===== src/rtl/keypad_debounce_encoder.sv =====
// Keypad front end: 2-flop sync, debounce, multi-key reject, one-hot to code; strobe DEBOUNCE_CYCLES+3 edges after a stable press.
// Optional auto-repeat of the strobe while a key is held is compiled in with KEYPAD_AUTOREPEAT_EN.
module keypad_debounce_encoder #(
  parameter int N_KEYS          = 12,
  parameter int DEBOUNCE_CYCLES = 500000,
  parameter int REPEAT_CYCLES   = 5000000
) (
  input  logic              clk,
  input  logic              reset,
  input  logic [N_KEYS-1:0] key_in,
  output logic [3:0]        keypad_value,
  output logic              keypad_enable,
  output logic              key_held,
  output logic              multi_press
);

`ifdef KEYPAD_AUTOREPEAT_EN
  localparam bit AUTOREPEAT = 1'b1;
`else
  localparam bit AUTOREPEAT = 1'b0;
`endif
  localparam int CNT_MAX = (AUTOREPEAT && REPEAT_CYCLES > DEBOUNCE_CYCLES) ? REPEAT_CYCLES
                                                                           : DEBOUNCE_CYCLES;
  localparam int CNT_W   = (CNT_MAX > 1) ? $clog2(CNT_MAX) : 1;

  typedef enum logic [2:0] {
    IDLE, DEBOUNCE, PRESSED, RELEASE, REJECT, REJECT_RELEASE
  } state_t;

  state_t            state, state_nxt;
  logic [N_KEYS-1:0] s1, s2;
  logic [N_KEYS-1:0] cand, cand_nxt;
  logic [CNT_W-1:0]  cnt, cnt_nxt;
  logic [3:0]        value_nxt;
  logic              enable_nxt, held_nxt, multi_nxt;
  logic [4:0]        n_set;
  logic [3:0]        code;
  logic              one_hot, cnt_done, s2_zero, s2_same;

  always_ff @(posedge clk) begin
    if (reset) begin
      s1 <= '0;
      s2 <= '0;
    end else begin
      s1 <= key_in;
      s2 <= s1;
    end
  end

  // Population count and encoded index of the candidate vector.
  always_comb begin
    n_set = 5'd0;
    code  = 4'd0;
    for (int i = 0; i < N_KEYS; i++) begin
      if (cand[i]) begin
        n_set = n_set + 5'd1;
        code  = 4'(i + 1);
      end
    end
  end

  assign one_hot  = (n_set == 5'd1);
  assign cnt_done = (cnt == CNT_W'(DEBOUNCE_CYCLES - 1));
  assign s2_zero  = (s2 == '0);
  assign s2_same  = (s2 == cand);

  always_comb begin
    state_nxt  = state;
    cand_nxt   = cand;
    cnt_nxt    = cnt;
    value_nxt  = keypad_value;
    enable_nxt = 1'b0;
    held_nxt   = key_held;
    multi_nxt  = multi_press;
    case (state)
      IDLE: begin
        if (!s2_zero) begin
          cand_nxt  = s2;
          cnt_nxt   = '0;
          state_nxt = DEBOUNCE;
        end
      end
      DEBOUNCE: begin
        if (!s2_same) begin
          state_nxt = IDLE;
        end else if (cnt_done) begin
          cnt_nxt = '0;
          if (one_hot) begin
            state_nxt  = PRESSED;
            value_nxt  = code;
            enable_nxt = 1'b1;
            held_nxt   = 1'b1;
          end else begin
            state_nxt = REJECT;
            multi_nxt = 1'b1;
          end
        end else begin
          cnt_nxt = cnt + CNT_W'(1);
        end
      end
      PRESSED: begin
        if (!s2_same) begin
          state_nxt = RELEASE;
          cnt_nxt   = '0;
        end else begin
`ifdef KEYPAD_AUTOREPEAT_EN
          if (cnt == CNT_W'(REPEAT_CYCLES - 1)) begin
            enable_nxt = 1'b1;
            cnt_nxt    = '0;
          end else begin
            cnt_nxt = cnt + CNT_W'(1);
          end
`else
          cnt_nxt = cnt;
`endif
        end
      end
      RELEASE: begin
        // Returning to the same key is a glitch, not a new press: no strobe.
        if (s2_same) begin
          state_nxt = PRESSED;
          cnt_nxt   = '0;
        end else if (s2_zero) begin
          if (cnt_done) begin
            state_nxt = IDLE;
            held_nxt  = 1'b0;
            cnt_nxt   = '0;
          end else begin
            cnt_nxt = cnt + CNT_W'(1);
          end
        end else begin
          cnt_nxt = '0;
        end
      end
      REJECT: begin
        if (!s2_same) begin
          state_nxt = REJECT_RELEASE;
          cnt_nxt   = '0;
        end
      end
      REJECT_RELEASE: begin
        // Same qualification as RELEASE, but no way back to a held state.
        if (s2_zero) begin
          if (cnt_done) begin
            state_nxt = IDLE;
            multi_nxt = 1'b0;
            cnt_nxt   = '0;
          end else begin
            cnt_nxt = cnt + CNT_W'(1);
          end
        end else begin
          cnt_nxt = '0;
        end
      end
      default: state_nxt = IDLE;
    endcase
  end

  always_ff @(posedge clk) begin
    if (reset) begin
      state         <= IDLE;
      cand          <= '0;
      cnt           <= '0;
      keypad_value  <= 4'd0;
      keypad_enable <= 1'b0;
      key_held      <= 1'b0;
      multi_press   <= 1'b0;
    end else begin
      state         <= state_nxt;
      cand          <= cand_nxt;
      cnt           <= cnt_nxt;
      keypad_value  <= value_nxt;
      keypad_enable <= enable_nxt;
      key_held      <= held_nxt;
      multi_press   <= multi_nxt;
    end
  end

endmodule


===== config.mk =====
export PLATFORM = sky130hd
export DESIGN_NAME = keypad_debounce_encoder
export DESIGN_NICKNAME = d
export VERILOG_FILES = /design/src/rtl/keypad_debounce_encoder.sv
export SDC_FILE = /design/constraint.sdc
export NUM_CORES = 1
export LEC_CHECK = 0
export ABC_CLOCK_PERIOD_IN_PS = 6950
export BUFFER_PORTS_ARGS = -buffer_cell sky130_fd_sc_hd__buf_2
export CORE_UTILIZATION = 45
export DETAILED_ROUTE_END_ITERATION = 10
export SLEW_MARGIN = 20
export SYNTH_ARGS = -nofsm -noshare
export SYNTH_HDL_FRONTEND = slang
export SYNTH_SLANG_ARGS = --single-unit
export TNS_END_PERCENT = 30

===== constraint.sdc =====
create_clock -name clk -period 6.95 [get_ports clk]
set_input_delay 1.0425 -clock clk [delete_from_list [all_inputs] [get_ports clk]]
set_output_delay 1.0425 -clock clk [all_outputs]
set_load 0.05 [all_outputs]

==> impl_metrics.ini <==
[logic_synthesis]
synth_top_family_by_area = simple AND/OR/NAND/NOR gates
synth-seq-cells = 65
synth-async-reset-ratio = 0
synth_xor_area_frac = 0.127
syn_inst = 506
synth_nets = 533
yosysTopAreaCellShare = 0.313
yosysTopAreaCell = dfxtp_1
yosys.area_share.simple = 0.285
yosys_warnings = 0
synthAdderAreaFrac = 0.0391
yosysUniqueCellTypes = 70
synthMuxAreaShare = 0.0181
synth_edf_count = 0
syn_area_per_cell_um2 = 8.22
synth_seq_area_share = 0.313
synth_area_mm2 = 0.00416
synthFlopType = dfxtp_1
synthTopCellsByArea = dfxtp_1 31%, xnor2_1 5.9%, nand2_1 5.7%
synth_compound_gate_area_share = 0.173

[sta]
period_share = 1.01
fin_worst_skew_ps = 8.97
fmax_ghz = 0.143
setup_viol = 4
slew_headroom = 0.273
rsz0062_at_grt = true
drv_slew = 0
layout_min_cycle_time_ps = 6990
worst_slew_pin_slew_ps = 1080
hold_viol = 0
setup_ws_ps = -38.5
tns_ps = -63.8

[worst_setup_path]
slowest_stage = or4_4
r2r_cells = 44
regToRegEndpoint = keypad_value[2]
rrSetupSlack_ps = -40
critPathCaptureType = register
worst-setup-path-type = reg -> reg
critPathMaxFanout = 7
cp_common_cell = buf_4
crit_required_ps = 7200
start_kind = register
max_stage_delay_ps = 530
reg2reg_from = cand[0]
worstPathArrival_ps = 7240

[cells_and_area]
design_area_mm2 = 0.00530
layout.nets = 608
stdcell_count = 694
area_delta_synth_final_pct = 27.4
n_antenna_cell = 0
layout-drive-gt1-share = 0.294
fin_util = 0.599

[global_routing]
grt_start_max_net_pins = 51
antenna_found_initial = 0
gr-usage-all-layers = 0.218
grt_pass1_vias = 3802
overflow = 0
grt_pass1_wl_mm = 17.0

[detailed_routing]
ant_nets = 0
drt_wl_total_mm = 10.5
wl_per_cell_um = 15.1
vias = 3894
drtIter0Drc = 195
avgViaCountPerCell = 5.61
drcViolationCount = 0
drtPass1Iterations = 5

[worst_hold_path]
hp-start = s1[7]
hold_path_depth = 1
hp-class = reg -> reg
holdPathEnd = s2[7]

[place]
io_buffers = 20
dpl.hpwl_mm = 6.55
placed_cells = 624
gp_congestion = 0.830
pre_cts_ws_ps = -346
placed_area_mm2 = 0.00440

[clock_tree]
cts_tree = done
cts_num_sinks = 65
clk_pin_slew_worst_paths_ps = 70
clock_latency_ps = 350
htreeDepth = 3
hold_buffers = 0
root_buffer = clkbuf_8
cts_inserted_buffers = 9
cts_buffer_depth = 2

[floorplan]
rows = 34
dieArea_mm2 = 0.00963
die_h_um = 98.1
start_util = 0.470
die_x_um = 98.1
core_mm2 = 0.00885
boundaryPins = 21

[power]
seqPwrFrac = 0.360
clockPowerShare = 0.272
p_switching_w = 0.000377
p_comb_frac = 0.369
switching_share = 0.331
p_per_area_mw_per_mm2 = 215
leakage_nw = 2.07
vdd_ir_drop_max_mv = 0.178
p_int_w = 0.000762

[status]
violations = negative setup slack
outcome = complete, but fails checks

[flow_run]
drv_cap = 0
-- kinds of logic (layout without fill, tap and decap cells) --
family                   after synthesis  after routing
AO/OA/AOI/OAI                        104            104
flip-flops                            65             65
multiplexers                           6              6
XOR/XNOR                              49             49
buffers and inverters                 44            124
AND/OR/NAND/NOR                      225            225
adder cells (fa/ha/maj)               13             13
-- what timing repair did --
| action | in CTS | in global routing |
|---|---|---|
| buffers inserted | 44 | 12 |
| setup endpoints to repair | 6 | 9 |
| pin swaps | 18 | 26 |
| resized for setup | 20 | 40 |
-- cell usage after synthesis, types with 3 or more instances --
cell and instances:
dfxtp_1 65, nand2_1 63, nor2_1 43, a21oi_1 29, nor2b_1 28, xnor2_1 28, clkbuf_1 19, o21ai_0 18
nand3_1 15, inv_1 14, ha_1 13, xor2_1 13, and2_1 9, nand4_1 9, nor3_1 8, a31oi_1 7
and3_1 7, nand2b_1 6, nor3b_1 6, nor4_1 6, o31ai_1 6, xnor3_1 5, and4_1 4, nand3b_1 4
or2_2 4, a211oi_1 3, a311oi_1 3, a32oi_1 3, and3_4 3, buf_2 3, mux2i_1 3, nand4b_1 3
o2111ai_1 3, o211ai_1 3
-- critical path, delay by kind of cell (launching register included) --
family / cells / cell delay (ps)
simple gates: 13 / 2090
compound gates: 5 / 530
flops: 1 / 360
buf+inv: 21 / 2580
fa+ha+maj: 5 / 1340
-- how the worst max path moves through the flow --
stage	startpoint	to	slack, ps	depth (start not counted)
after global routing	cand[0]	keypad_value[2]	-270	40
after CTS	cand[0]	key_held	2	40
after detailed placement	cand[0]	keypad_value[3]	-350	39
after floorplan	cand[0]	keypad_value[2]	20	40
after global placement	cand[0]	keypad_value[2]	20	39
final	cand[0]	keypad_value[2]	-40	44
-- per-layer routing --
layer	wire length [um]	track usage	vias up
li1	-	-	1941
met1	4490	0.257	1832
met2	5300	0.376	90
met3	288	0.0279	31
met4	389	0.133	0
met5	0	0	-
-- sequential cells by signal, indices dropped and copies added (netlist names) --
| name | flops |
|---|---|
| keypad_enable | 1 |
| state | 3 |
| cnt | 19 |
| keypad_value | 4 |
| multi_press | 1 |
| cand | 12 |
| s1 | 12 |
| key_held | 1 |
| s2 | 12 |
-- cell usage in the layout (no fill, tap or decap), drive strengths merged, types with 10 or more instances in the layout --
cell    netlist  routed
buf           8      91
dfxtp        65      65
nand2        63      63
nor2         43      43
xnor2        29      29
a21oi        29      29
nor2b        28      28
o21ai        18      18
nand3        16      16
inv          16      16
xor2         14      14
ha           13      13
clkbuf       19      12
and3         10      10
and2         10      10
-- area by class of cell --
cell class / count / area, um2
fill: 785 / 3550
multi-input combinational: 397 / 2960
sequential: 65 / 1310
timing repair buffer: 91 / 641
clock buffer: 12 / 135
tap: 108 / 135
inverter: 17 / 66.3
clock inverter: 4 / 53.8
-- power by group through the flow --
stage,Combinational [W],Clock (W),Sequential [W]
5_1_grt,0.000457,0.000336,0.000412
2_1_floorplan,0.000225,0,0.000401
4_1_cts,0.000354,0.000318,0.000408
3_3_place_gp,0.000281,0,0.000415
6_report,0.000420,0.000309,0.000410
3_5_place_dp,0.000287,0,0.000416
-- per-stage QoR --
step / hold WS [ps] / total power, W
3_3_place_gp: 418 / 0.000696
2_1_floorplan: 414 / 0.000627
6_report: 434 / 0.00114
5_1_grt: 454 / 0.00121
4_1_cts: 435 / 0.00108
3_5_place_dp: 423 / 0.000702
Note: power is estimated with default switching activity, not from simulation.
